[config.mk]
export PLATFORM = sky130hd
export DESIGN_NAME = sram_access_ctrl
export DESIGN_NICKNAME = d
export VERILOG_FILES = /design/src/rtl/mem_ctrl_pkg.sv /design/src/rtl/wait_counter.sv /design/src/rtl/sram_access_ctrl.sv
export SDC_FILE = /design/constraint.sdc
export NUM_CORES = 1
export LEC_CHECK = 0
export ABC_AREA = 1
export BUFFER_PORTS_ARGS = -buffer_cell sky130_fd_sc_hd__buf_2
export CORE_AREA = 3 3 74 76
export CTS_BUF_LIST = sky130_fd_sc_hd__clkbuf_4 sky130_fd_sc_hd__clkbuf_8 sky130_fd_sc_hd__clkbuf_16
export DETAILED_ROUTE_END_ITERATION = 8
export DIE_AREA = 0 0 77 79
export PLACE_DENSITY = 0.81
export SETUP_SLACK_MARGIN = 0.05
export SLEW_MARGIN = 20
export SYNTH_ARGS = -nofsm -noshare
export SYNTH_HDL_FRONTEND = slang
export SYNTH_SLANG_ARGS = --single-unit
[constraint.sdc]
create_clock -name Clk -period 5.3 [get_ports Clk]
set_input_delay 1.06 -clock Clk [delete_from_list [all_inputs] [get_ports Clk]]
set_output_delay 1.06 -clock Clk [all_outputs]
set_load 0.03 [all_outputs]
[src/rtl/mem_ctrl_pkg.sv]
// Shared types and default widths for the SRAM access controller.
// Imported by the controller top and its wait-state counter.
package mem_ctrl_pkg;

  typedef enum logic [1:0] {
    IDLE,
    SETUP,
    ACCESS,
    RECOVER
  } mem_state_t;

  localparam int ADDR_W_DEF = 16;
  localparam int DATA_W_DEF = 16;
  localparam int WAIT_DEF   = 2;

endpackage

[src/rtl/wait_counter.sv]
// Wait-state down-counter: load WAIT_CYCLES-1, decrement, zero flag.
// Saturates at zero so a stray decrement cannot wrap.
module wait_counter #(
  parameter int WAIT_CYCLES = 2,
  localparam int CW = $clog2(WAIT_CYCLES + 1)
) (
  input  logic clk,
  input  logic rst,
  input  logic load,
  input  logic dec,
  output logic zero
);

  logic [CW-1:0] cnt;

  // count register: load has priority over decrement
  always_ff @(posedge clk or posedge rst) begin
    if (rst)
      cnt <= '0;
    else if (load)
      cnt <= CW'(WAIT_CYCLES - 1);
    else if (dec && cnt != '0)
      cnt <= cnt - CW'(1);
  end

  assign zero = (cnt == '0);

endmodule

[src/rtl/sram_access_ctrl.sv]
// Single-word SRAM responder: sequences CE/OE/WE with fixed wait states.
// Outputs are registered from next-state so no input reaches a pin combinationally.
module sram_access_ctrl
  import mem_ctrl_pkg::*;
#(
  parameter int ADDR_W      = ADDR_W_DEF,
  parameter int DATA_W      = DATA_W_DEF,
  parameter int WAIT_CYCLES = WAIT_DEF
) (
  input  logic              Clk,
  input  logic              Reset,
  input  logic              Req_Valid,
  output logic              Req_Ready,
  input  logic              Req_Write,
  input  logic [ADDR_W-1:0] Req_Addr,
  input  logic [DATA_W-1:0] Req_Wdata,
  output logic              Rsp_Valid,
  output logic [DATA_W-1:0] Rsp_Rdata,
  output logic [ADDR_W-1:0] Mem_Addr,
  output logic              Mem_CE_N,
  output logic              Mem_OE_N,
  output logic              Mem_WE_N,
  output logic [DATA_W-1:0] Mem_Dout,
  output logic              Mem_Dout_En,
  input  logic [DATA_W-1:0] Mem_Din
);

  if (WAIT_CYCLES < 1) begin : g_bad_wait
    $error("WAIT_CYCLES must be >= 1");
  end

  mem_state_t state, state_d;
  logic       wr_q, wr_d;
  logic       ce_d, oe_d, we_d, den_d, rv_d;
  logic       accept, zero;

  assign Req_Ready = (state == IDLE);
  assign accept    = Req_Valid & Req_Ready;

  wait_counter #(
    .WAIT_CYCLES(WAIT_CYCLES)
  ) u_wait (
    .clk (Clk),
    .rst (Reset),
    .load(state == SETUP),
    .dec (state == ACCESS),
    .zero(zero)
  );

  // next state plus the strobe values that state will present
  always_comb begin
    state_d = state;
    wr_d    = wr_q;
    ce_d    = 1'b1;
    oe_d    = 1'b1;
    we_d    = 1'b1;
    den_d   = 1'b0;
    rv_d    = 1'b0;
    unique case (state)
      IDLE: begin
        if (accept) begin
          state_d = SETUP;
          wr_d    = Req_Write;
        end
      end
      SETUP:   state_d = ACCESS;
      ACCESS:  if (zero) state_d = RECOVER;
      RECOVER: state_d = IDLE;
      default: state_d = IDLE;
    endcase
    unique case (state_d)
      SETUP: begin
        ce_d  = 1'b0;
        den_d = wr_d;
      end
      ACCESS: begin
        ce_d  = 1'b0;
        oe_d  = wr_d;
        we_d  = ~wr_d;
        den_d = wr_d;
      end
      RECOVER: begin
        ce_d  = 1'b0;
        den_d = wr_d;
        rv_d  = 1'b1;
      end
      default: ;
    endcase
  end

  // state and latched direction
  always_ff @(posedge Clk or posedge Reset) begin
    if (Reset) begin
      state <= IDLE;
      wr_q  <= 1'b0;
    end else begin
      state <= state_d;
      wr_q  <= wr_d;
    end
  end

  // registered pins, request latches and read capture
  always_ff @(posedge Clk or posedge Reset) begin
    if (Reset) begin
      Mem_CE_N    <= 1'b1;
      Mem_OE_N    <= 1'b1;
      Mem_WE_N    <= 1'b1;
      Mem_Dout_En <= 1'b0;
      Rsp_Valid   <= 1'b0;
      Mem_Addr    <= '0;
      Mem_Dout    <= '0;
      Rsp_Rdata   <= '0;
    end else begin
      Mem_CE_N    <= ce_d;
      Mem_OE_N    <= oe_d;
      Mem_WE_N    <= we_d;
      Mem_Dout_En <= den_d;
      Rsp_Valid   <= rv_d;
      if (accept) begin
        Mem_Addr <= Req_Addr;
        Mem_Dout <= Req_Wdata;
      end
      if (state == ACCESS && zero && !wr_q)
        Rsp_Rdata <= Mem_Din;
    end
  end

endmodule

==> metrics.md <==
| Metric | Value |
|---|---|
| Fin Setup TNS | 0 ns |
| Initial Util | 0.4986 |
| # resized after CTS | 0 |
| Diodes inserted | 0 |
| Drt wl/cell | 13.13 um |
| Total wire length | 4791 um |
| Syn_area_per_cell | 13.04 um^2 |
| Share of the synthesized area in the top cell type | 0.5768 |
| Clk_lat worst skew | 0.31 ns |
| Synth cell types | 17 |
| Worst reg-to-reg path cell count | 7 |
| Die width | 77 um |
| Crit Path Max Fanout | 5 |
| Synth Register Bits | 58 |
| Global-route usage over all layers | 0.1678 |
| Die Height | 79 um |
| ANT nets after route | 0 |
| Synth cell count leaders | 55 x dfrtp_1, 30 x mux2_4, 29 x inv_1 |
| Max Slew Vio Count | 0 |
| Sequential fraction of the synthesis area | 0.6099 |
| Initial antenna violation count | 0 |
| Kind of critical path | register to output pin |
| Ports | 106 |
| Mapped Nets | 240 |
| Total CTS buffers | 9 |
| Slowest cell on the critical path | dfrtp_1 |
| 1st-iter DRT viols | 45 |
| Largest net degree at the start of global routing | 59 |
| Critical R2R Capture | Mem_Dout_En$_DFF_PP0_ |
| Cell count after synthesis | 183 |
| Cell area power density | 745.0 nW/um^2 |
| Initial DRT Pass Iterations | 4 |
| Max-Cap Viols | 0 |
| Startpoint Class | register |
| Worst path top cell family by delay | flip-flops |
| Final nets | 351 |
| RePlAce Congestion | 0.7131 |
| Most used DFF post-synth | dfrtp_1 |
| CTS tree | yes |
| Placed Instances | 350 |
| Htree depth | 3 |
| Critical path depth | 3 |
| Worst Path Buf+Inv | 2 |
| Area contributors post-synth | dfrtp_1 58%, mux2_4 19%, inv_1 4.6%, nand2_1 4.1%, o21ai_0 4.0% |
| Row count | 25 |
| EDFF count, synth | 0 |
| Most common cell in the netlist | dfrtp_1 |
| Buffers on Ports | 105 |
| WP data required | 4.24 ns |
| Global-route wire length before repair | 7900 um |
| Setup violators final | 0 |
| Core Box Area | 4786 um^2 |
| Clock root buffer | clkbuf_8 |
| Arr. time, crit path | 1.23 ns |
| Synth async-reset ratio | 1.000 |
| Via count | 1634 |
| Max incr delay on CP | 0.38 ns |
| Tcrit/Tclk final | 0.4324 |
| Hpwl dp | 3343 um |
| Number of global-route vias before repair | 1670 |
| Post-CTS Hold Buffers | 0 |
| Leak Pwr | 1.808 nW |
| Final non-filler cell total | 365 |
| Post-CTS setup buffer count | 0 |
| Crit path time final | 2.292 ns |
| Worst-path clk slew | 0.06 ns |
| Critical Path End Type | output pin |
| FMAX | 436.4 MHz |
| Share of layout cells above drive strength 1 | 0.5336 |
| Mapped cell area | 2386 um^2 |
| Hold Fails Final Rpt | 0 |
| Worst Clk Skew | 0.004350 ns |
| Vias per inst | 4.477 |
| RSZ-0062 raised after global routing | false |
| R2r setup slk | 3.14 ns |
| Overflow left after global routing | 0 |
| DRC viols | 0 |
| Die ar. | 6083 um^2 |
| Worst setup path end | Req_Ready |
| Status | finished clean |
| Crit path cell chain | inv_1, ha_1, buf_2 |
| Worst setup path start | state[0]$_DFF_PP0_ |
| Peak VDD IR | 0.4447 mV |
| Hold Crit Class | register to register |
| Top cell type by total area after synthesis | dfrtp_1 |
| Slew @ Worst Pin | 1.085 ns |
| RR Startpoint | state[0]$_DFF_PP0_ |
| CTS Sinks | 58 |
| Area delta synth->final | 32.56% |
| Clock tree buffer depth | 2 |
| Synth warnings | 0 |
| Slew margin rel. | 0.2742 |
## placed cells by master, fill, tap and decap left out, drive strengths merged, types with 3 or more instances in the layout
master / instances
nand2: 27
inv: 29
dfrtp: 55
clkbuf: 13
nand3: 4
dfstp: 3
ha: 5
o21ai: 19
buf: 106
mux2: 32
## sequential cells by signal, summed over array words and instances, names as in the netlist, 2 cells and up
| name | cells |
|---|---|
| Mem_Addr | 16 |
| Mem_Dout | 16 |
| Rsp_Rdata | 16 |
| state | 2 |
| u_wait.cnt | 2 |
## per-layer routing
metal / global-route usage / part of all wire / up-vias
met1: 0.2155 / 0.45 / 752
met3: 0.04649 / 0.080 / 4
met5: 0 / 0 / -
met4: 0.08541 / 0.0079 / 0
met2: 0.2622 / 0.46 / 72
li1: - / - / 806
## area by class of cell
class / instances / area (um^2)
fillers: 392 / 1623
flip-flops and latches: 58 / 1455
multi-input cells: 90 / 774.5
repair buffers: 106 / 533.0
clock buffers: 13 / 172.7
inverters: 29 / 108.9
well taps: 67 / 83.83
clock inverters: 2 / 35.03
## where the power goes
part / switching (mW) / total, mW / internal, mW
logic: 0.727 / 1.16 / 0.436
registers: 0.108 / 0.780 / 0.672
clock network: 0.155 / 0.413 / 0.258
## logic make-up after synthesis
logic type      after synthesis  synth area share
fa+ha+maj                     5           0.02622
compound gates               21           0.04457
mux                          32            0.1982
buf+inv                      35           0.06554
flops                        58            0.6099
simple gates                 32           0.05558
## worst register-to-register path: stages (launching register included)
cell     delay (ns)
dfrtp_1        0.38
inv_1          0.14
ha_1           0.19
nand2_2        0.59
o21ai_0        0.51
inv_1          0.13
nand2_1        0.08
inv_1          0.04
## worst min path at each step
| stage | slack [ns] | depth (start not counted) | start | endpoint |
|---|---|---|---|---|
| after global routing | 0.51 | 2 | Rsp_Rdata[9]$_DFFE_PP0P_ | Rsp_Rdata[9]$_DFFE_PP0P_ |
| final | 0.48 | 2 | Rsp_Rdata[2]$_DFFE_PP0P_ | Rsp_Rdata[2]$_DFFE_PP0P_ |
| after CTS | 0.48 | 2 | Rsp_Rdata[2]$_DFFE_PP0P_ | Rsp_Rdata[2]$_DFFE_PP0P_ |
| after global placement | 0.46 | 2 | Rsp_Rdata[3]$_DFFE_PP0P_ | Rsp_Rdata[3]$_DFFE_PP0P_ |
| after detailed placement | 0.47 | 2 | Rsp_Rdata[2]$_DFFE_PP0P_ | Rsp_Rdata[2]$_DFFE_PP0P_ |
| after floorplan | 0.49 | 2 | u_wait.cnt[1]$_DFFE_PP0P_ | u_wait.cnt[1]$_DFFE_PP0P_ |
## stage by stage
step / total power, mW / area (um^2) / hold WS (ns) / setup WS, ns / util
after floorplan: 1.647 / 2386 / 0.4933 / 2.817 / -
after global placement: 1.922 / 2955 / 0.4650 / 2.776 / 0.6175
after detailed placement: 1.954 / 2955 / 0.4695 / 2.719 / 0.6175
after CTS: 2.382 / 3163 / 0.4847 / 2.979 / 0.6609
after global routing: 2.513 / 3163 / 0.5148 / 2.877 / 0.6609
final: 2.356 / 3163 / 0.4804 / 3.008 / 0.6609
Note: power is estimated with default switching activity, not from simulation.
